File: config.mk
export PLATFORM = sky130hd
export DESIGN_NAME = seg_scan_controller_flat
export DESIGN_NICKNAME = d
export VERILOG_FILES = /design/src/rtl/seg_scan_if.sv /design/src/rtl/seg_scan_controller.sv /design/src/flat_wrapper.sv
export SDC_FILE = /design/constraint.sdc
export NUM_CORES = 1
export LEC_CHECK = 0
export ABC_AREA = 1
export ABC_CLOCK_PERIOD_IN_PS = 1600
export BUFFER_PORTS_ARGS = -buffer_cell sky130_fd_sc_hd__buf_2
export CORE_MARGIN = 2
export CORE_UTILIZATION = 45
export DETAILED_ROUTE_END_ITERATION = 10
export SYNTH_ARGS = -nofsm -noshare
export SYNTH_HDL_FRONTEND = slang
export SYNTH_SLANG_ARGS = --single-unit
File: constraint.sdc
create_clock -name clk -period 1.6 [get_ports clk]
set_clock_uncertainty 0.05 [all_clocks]
set_input_delay 0.24 -clock clk [delete_from_list [all_inputs] [get_ports clk]]
set_output_delay 0.24 -clock clk [all_outputs]
set_load 0.01 [all_outputs]
File: src/rtl/seg_scan_if.sv
// Bus between the value-producing logic, the shared 7-segment decoder and the
// seg_scan_controller. The master side writes digits and commits; the slave side scans.
interface seg_scan_if #(
    parameter int DIGITS = 4
);
    localparam int IDX_W = (DIGITS > 1) ? $clog2(DIGITS) : 1;

    logic              wr_en;
    logic [IDX_W-1:0]  wr_idx;
    logic [3:0]        wr_data;
    logic              commit_req;
    logic              commit_ack;
    logic              blank_lz;
    logic [3:0]        dec_number;
    logic [6:0]        dec_digital;
    logic [6:0]        seg;
    logic [DIGITS-1:0] digit_en;
    logic              frame_start;

    modport master (
        output wr_en, wr_idx, wr_data, commit_req, blank_lz, dec_digital,
        input  commit_ack, dec_number, seg, digit_en, frame_start
    );

    modport slave (
        input  wr_en, wr_idx, wr_data, commit_req, blank_lz, dec_digital,
        output commit_ack, dec_number, seg, digit_en, frame_start
    );
endinterface

File: src/rtl/seg_scan_controller.sv
// Time-multiplexed 7-segment scan controller: double-buffered BCD digit store,
// SCAN/GUARD digit stepping, leading-zero blanking and registered segment/digit outputs.
module seg_scan_controller #(
    parameter int DIGITS       = 4,
    parameter int SCAN_CYCLES  = 1000,
    parameter int GUARD_CYCLES = 2
) (
    input  logic       clk,
    input  logic       rst_n,
    seg_scan_if.slave  bus
);
    localparam int IDX_W     = (DIGITS > 1) ? $clog2(DIGITS) : 1;
    localparam int MAX_CNT   = (SCAN_CYCLES > GUARD_CYCLES) ? SCAN_CYCLES : GUARD_CYCLES;
    localparam int CNT_W     = (MAX_CNT > 1) ? $clog2(MAX_CNT) : 1;
    localparam bit HAS_GUARD = (GUARD_CYCLES > 0);

    localparam logic [CNT_W-1:0] SCAN_LAST  = CNT_W'(SCAN_CYCLES - 1);
    localparam logic [CNT_W-1:0] GUARD_LAST = CNT_W'((GUARD_CYCLES > 0) ? (GUARD_CYCLES - 1) : 0);
    localparam logic [IDX_W-1:0] IDX_LAST   = IDX_W'(DIGITS - 1);

    localparam logic [0:0] ST_SCAN  = 1'b0;
    localparam logic [0:0] ST_GUARD = 1'b1;

    // Digit i>0 is a leading zero when it and every more significant digit are zero.
    function automatic logic [DIGITS-1:0] lz_mask(input logic [DIGITS-1:0] nz);
        logic seen;
        lz_mask = '0;
        seen    = 1'b0;
        for (int i = DIGITS - 1; i >= 1; i--) begin
            seen       = seen | nz[i];
            lz_mask[i] = ~seen;
        end
    endfunction

    logic [3:0]        shadow_r [DIGITS];
    logic [3:0]        active_r [DIGITS];
    logic [0:0]        state_r;
    logic [CNT_W-1:0]  cnt_r;
    logic [IDX_W-1:0]  idx_r;
    logic [6:0]        seg_r;
    logic [DIGITS-1:0] digit_en_r;
    logic              commit_ack_r;
    logic              frame_start_r;

    logic [0:0]        state_nxt_s;
    logic [CNT_W-1:0]  cnt_nxt_s;
    logic [IDX_W-1:0]  idx_nxt_s;
    logic              step_s;
    logic              wrap_s;
    logic              commit_s;
    logic [DIGITS-1:0] nz_s;
    logic [DIGITS-1:0] lz_mask_s;
    logic              blanked_s;
    logic [DIGITS-1:0] digit_sel_s;

    // Scan sequencing: dwell in SCAN, optional GUARD, then advance to the next digit.
    always_comb begin
        state_nxt_s = state_r;
        cnt_nxt_s   = cnt_r + CNT_W'(1);
        idx_nxt_s   = idx_r;
        step_s      = 1'b0;
        case (state_r)
            ST_SCAN: begin
                if (cnt_r == SCAN_LAST) begin
                    cnt_nxt_s = '0;
                    if (HAS_GUARD) begin
                        state_nxt_s = ST_GUARD;
                    end else begin
                        step_s = 1'b1;
                    end
                end else begin
                    state_nxt_s = ST_SCAN;
                end
            end
            ST_GUARD: begin
                if (cnt_r == GUARD_LAST) begin
                    cnt_nxt_s   = '0;
                    state_nxt_s = ST_SCAN;
                    step_s      = 1'b1;
                end else begin
                    state_nxt_s = ST_GUARD;
                end
            end
            default: begin
                state_nxt_s = ST_SCAN;
                cnt_nxt_s   = '0;
            end
        endcase
        if (step_s) begin
            idx_nxt_s = (idx_r == IDX_LAST) ? '0 : (idx_r + IDX_W'(1));
        end else begin
            idx_nxt_s = idx_r;
        end
        wrap_s   = step_s & (idx_r == IDX_LAST);
        commit_s = wrap_s & bus.commit_req;
    end

    // Blanking decision and one-hot select for the digit currently being scanned.
    always_comb begin
        for (int i = 0; i < DIGITS; i++) begin
            nz_s[i] = |active_r[i];
        end
        lz_mask_s   = lz_mask(nz_s);
        blanked_s   = bus.blank_lz & lz_mask_s[idx_r];
        digit_sel_s = {{(DIGITS-1){1'b0}}, 1'b1} << idx_r;
    end

    assign bus.dec_number = active_r[idx_r];

    // FSM state, dwell counter and digit index.
    always_ff @(posedge clk or negedge rst_n) begin
        if (!rst_n) begin
            state_r <= ST_SCAN;
            cnt_r   <= '0;
            idx_r   <= '0;
        end else begin
            state_r <= state_nxt_s;
            cnt_r   <= cnt_nxt_s;
            idx_r   <= idx_nxt_s;
        end
    end

    // Double-buffered store: writes go to shadow; the copy happens only at a frame boundary.
    always_ff @(posedge clk or negedge rst_n) begin
        if (!rst_n) begin
            for (int i = 0; i < DIGITS; i++) begin
                shadow_r[i] <= 4'd0;
                active_r[i] <= 4'd0;
            end
        end else begin
            if (bus.wr_en && (32'(bus.wr_idx) < DIGITS)) begin
                shadow_r[bus.wr_idx] <= bus.wr_data;
            end
            if (commit_s) begin
                active_r <= shadow_r;
            end
        end
    end

    // Registered pins; they trail the FSM by one cycle so GUARD shows as all-off.
    always_ff @(posedge clk or negedge rst_n) begin
        if (!rst_n) begin
            seg_r         <= 7'd0;
            digit_en_r    <= '0;
            commit_ack_r  <= 1'b0;
            frame_start_r <= 1'b0;
        end else begin
            if ((state_r == ST_SCAN) && !blanked_s) begin
                seg_r      <= bus.dec_digital;
                digit_en_r <= digit_sel_s;
            end else begin
                seg_r      <= 7'd0;
                digit_en_r <= '0;
            end
            commit_ack_r  <= commit_s;
            frame_start_r <= wrap_s;
        end
    end

    assign bus.seg         = seg_r;
    assign bus.digit_en    = digit_en_r;
    assign bus.commit_ack  = commit_ack_r;
    assign bus.frame_start = frame_start_r;
endmodule
File: src/flat_wrapper.sv
// flat-port wrapper written by rule: the top's interface ports become plain ports
module seg_scan_controller_flat 
#(
    parameter int DIGITS       = 4,
    parameter int SCAN_CYCLES  = 1000,
    parameter int GUARD_CYCLES = 2
)
  (clk, rst_n, bus_wr_en, bus_wr_idx, bus_wr_data, bus_commit_req, bus_blank_lz, bus_dec_digital, bus_commit_ack, bus_dec_number, bus_seg, bus_digit_en, bus_frame_start);
  seg_scan_if #(.DIGITS(DIGITS)) bus_i ();
  input  logic clk;
  input  logic rst_n;
  input wire logic [$bits(bus_i.wr_en)-1:0] bus_wr_en;
  input wire logic [$bits(bus_i.wr_idx)-1:0] bus_wr_idx;
  input wire logic [$bits(bus_i.wr_data)-1:0] bus_wr_data;
  input wire logic [$bits(bus_i.commit_req)-1:0] bus_commit_req;
  input wire logic [$bits(bus_i.blank_lz)-1:0] bus_blank_lz;
  input wire logic [$bits(bus_i.dec_digital)-1:0] bus_dec_digital;
  output wire logic [$bits(bus_i.commit_ack)-1:0] bus_commit_ack;
  output wire logic [$bits(bus_i.dec_number)-1:0] bus_dec_number;
  output wire logic [$bits(bus_i.seg)-1:0] bus_seg;
  output wire logic [$bits(bus_i.digit_en)-1:0] bus_digit_en;
  output wire logic [$bits(bus_i.frame_start)-1:0] bus_frame_start;
  assign bus_i.wr_en = bus_wr_en;
  assign bus_i.wr_idx = bus_wr_idx;
  assign bus_i.wr_data = bus_wr_data;
  assign bus_i.commit_req = bus_commit_req;
  assign bus_i.blank_lz = bus_blank_lz;
  assign bus_i.dec_digital = bus_dec_digital;
  assign bus_commit_ack = bus_i.commit_ack;
  assign bus_dec_number = bus_i.dec_number;
  assign bus_seg = bus_i.seg;
  assign bus_digit_en = bus_i.digit_en;
  assign bus_frame_start = bus_i.frame_start;
  seg_scan_controller #(.DIGITS(DIGITS), .SCAN_CYCLES(SCAN_CYCLES), .GUARD_CYCLES(GUARD_CYCLES)) u_core (.clk(clk), .rst_n(rst_n), .bus(bus_i));
endmodule
==> key figures <==
Route
  • Detail Route Antenna Nets: 0
  • Pre-Repair DR Iteration Count: 4
  • Vias/cell: 4.78
  • Post-route DRC: 0
  • Routed len/inst: 12.5 um
  • Starting DRC count in detailed routing: 57
  • DRT Wirelength: 5250 um
  • DR vias: 2003

Min path
  • Hold path start: bus_dec_digital[6]
  • Worst Hold Class: in -> reg

Final layout
  • Share of post-route cells with drive strength above 1: 24.5%
  • Antenna Cells: 0
  • Util after Layout: 57.9%
  • Area growth, synth to finish: 23.2%
  • Nets: 366

Critical path
  • Register-to-register setup slack: 0.10 ns
  • Reg2Reg Depth: 6
  • Crit path launch: u_core.idx_r[0]$_DFFE_PN0P_
  • CP max stage cell: dfrtp_1
  • Largest delay share family, worst path: flip-flops
  • Worst path max stage delay: 0.41 ns
  • Critical path cell sequence: buf_6 > nor2_2 > o32ai_2 > buf_2
  • RR Endpoint: u_core.active_r[15]$_DFFE_PN0P_
  • Crit. End Element: primary output
  • CP Launch Type: register
  • R2R Path Start: u_core.idx_r[0]$_DFFE_PN0P_
  • Worst setup endpoint: bus_dec_number[0]
  • Worst endpoint required time: 1.31 ns
  • Worst path bufs/invs: 2
  • Worst path depth: 4
  • Worst path arrival time: 1.35 ns
  • Setup CP Type: reg -> out
  • Crit path max fanout: 7

Global routing
  • Largest net degree at the start of global routing: 20
  • Initial antenna violation count: 0
  • Tot GR Track Use: 18.3%
  • GRT Residual Overflow: 0
  • First-pass GRT wire length: 8830 um
  • Vias in the first global route: 1924

Die
  • Starting Density: 47.0%
  • Die Ht: 80.1 um
  • Die area: 6410 um2
  • Num ports: 35
  • Die width: 80.1 um
  • Row cnt: 27
  • Placeable Area: 5540 um2

Logic synthesis
  • Yosys reg bits: 58
  • Mapped Avg Cell Area: 9.01 um2
  • Asr flop ratio synth: 100%
  • EDFF count, synth: 0
  • Register area share after synthesis: 55.7%
  • Cells after synthesis: 289
  • Synth Warn #: 0
  • Synthesized net count: 313
  • Top FF cell, synth: dfrtp_1
  • Library cells used by synthesis: 26
  • Cell area after synthesis: 2600 um2

Run status
  • Run status: finished with violations
  • Failing checks: setup timing

CTS
  • CTS tree: built
  • Total CTS buffers: 9
  • H-tree depth: 3
  • Max Root-Sink Buffers: 2
  • Latest clock arrival within the worst-skew pair: 0.35 ns
  • Worst-path clk slew: 0.07 ns
  • Clk sinks: 58
  • CTS Root Cell: clkbuf_8

Timing
  • Final Hold Vio Count: 0
  • Final Setup Violations: 2
  • Fin crit period: 1.64 ns
  • Worst Slack Setup Final: -0.0373 ns
  • Slew Limit Headroom: 72.0%
  • Fin. max-slew vios: 0
  • RSZ-0062 raised after global routing: true
  • Worst slew pin tran: 0.420 ns
  • Max Fclk: 611 MHz
  • Final Cycle Share: 102%
  • Hold_ws: 0.0441 ns

Power and ir drop
  • Worst ir drop on vdd: 0.771 mV
  • Leak Pwr: 1.67 nW
  • Pwr Density: 1010 nW/um2

Placed design
  • Count of input and output buffers: 34
  • Place WS: 0.0537 ns
  • Dpl hpwl: 3680 um
  • Placer Congestion: 0.901

Run
  • Maxcap violations: 0
## metal layers
layer	GRT usage [%]	wire [um]	share of wire, %
met1	25.9	2690	51
met2	25.8	2180	42
met3	4.49	251	4.8
met4	10.2	126	2.4
met5	0	0	0
## area by class of cell
cell class / instances / area (um2)
Fill cell: 522 / 2330
Sequential cell: 58 / 1460
Multi-Input combinational cell: 194 / 1020
Timing Repair Buffer: 49 / 305
Clock buffer: 10 / 138
Inverter: 30 / 118
Tap cell: 72 / 90.1
Clock inverter: 6 / 80.1
## report_power, final
group	internal (W)	total [W]	leakage [nW]	switching, W
clock	0.000907	0.00150	0.116	0.000591
combinational	0.0000584	0.000153	0.809	0.0000944
sequential	0.00154	0.00158	0.747	0.0000413
## registers in the layout, summed over array words and instances (netlist names)
register / flops
u_core.bus.seg: 7
u_core.idx_r: 2
u_core.state_r: 1
u_core.bus.frame_start: 1
u_core.shadow_r: 16
u_core.active_r: 16
u_core.bus.digit_en: 4
u_core.cnt_r: 10
u_core.bus.commit_ack: 1
## how the worst min path moves through the flow
stage                                 endpoint  slack [ns]  depth (start not counted)
6_report           u_core.bus.seg[6]$_DFF_PN0_        0.04                          3
5_1_grt            u_core.bus.seg[6]$_DFF_PN0_        0.05                          3
4_1_cts            u_core.bus.seg[0]$_DFF_PN0_        0.04                          3
3_5_place_dp   u_core.shadow_r[15]$_DFFE_PN0P_        0.15                          1
3_3_place_gp    u_core.shadow_r[7]$_DFFE_PN0P_        0.15                          1
2_1_floorplan   u_core.active_r[0]$_DFFE_PN0P_       -0.11                          0
## layout by cell type, fill, tap and decap left out, types with 2 or more instances in the layout
cell	synthesis	final
nand2_1	67	65
dfrtp_1	58	54
nor2_1	38	37
buf_2	2	34
inv_1	29	28
o21ai_0	31	27
nand4_1	18	18
buf_4	1	11
clkbuf_8	2	10
nand3_1	9	9
nor3_1	5	5
ha_1	6	5
a21oi_1	5	4
o21ai_1	0	4
clkinv_2	0	4
dfrtp_2	0	4
xor2_1	3	3
nor2_4	2	3
inv_4	0	2
nor2_2	2	2
nand2_2	1	2
nand4_4	1	2
bufinv_16	0	2
buf_6	2	2
## worst register-to-register path, delay by kind of cell (launching register included)
kind | cells | cell delay [ns]
buffers and inverters | 2 | 0.27
adder cells (fa/ha/maj) | 1 | 0.28
AND/OR/NAND/NOR | 3 | 0.38
flip-flops | 1 | 0.41
## cell families after synthesis
group                    after synthesis  synth area share [%]
AO/OA/AOI/OAI                         38                  7.50
XOR/XNOR                               3                  1.01
adder cells (fa/ha/maj)                6                  2.88
buffers and inverters                 38                  7.06
flip-flops                            58                  55.7
AND/OR/NAND/NOR                      146                  25.8
## timing repair
item,4_1_cts,5_1_grt
endpoints found under the setup margin,4,28
hold endpoints to repair,16,0
gates cloned,0,1
hold buffers,1,0
resized for setup,7,16
pin swaps,0,2
buffers inserted,1,1
## Yosys cell counts, types with 3 or more instances
cell type   n  area share (%)
o21ai_0    31             6.0
inv_1      29             4.2
dfrtp_1    58              56
nand4_1    18             4.3
a21oi_1     5            0.96
nand3_1     9             1.7
xor2_1      3             1.0
nor3_1      5            0.96
nor2_1     38             5.5
nand2_1    67             9.7
ha_1        6             2.9
## metrics by stage
| stage | instance area [um2] | instances | TNS, ns | power [W] |
|---|---|---|---|---|
| after floorplan | 2600 | 289 | 0 | 0.00167 |
| after global placement | 2900 | 399 | 0 | 0.00175 |
| after detailed placement | 2900 | 399 | 0 | 0.00176 |
| after CTS | 3150 | 417 | -0.0652 | 0.00325 |
| after global routing | 3210 | 419 | -0.234 | 0.00334 |
| final | 3210 | 419 | -0.0684 | 0.00323 |
(Power assumes the default switching activity.)
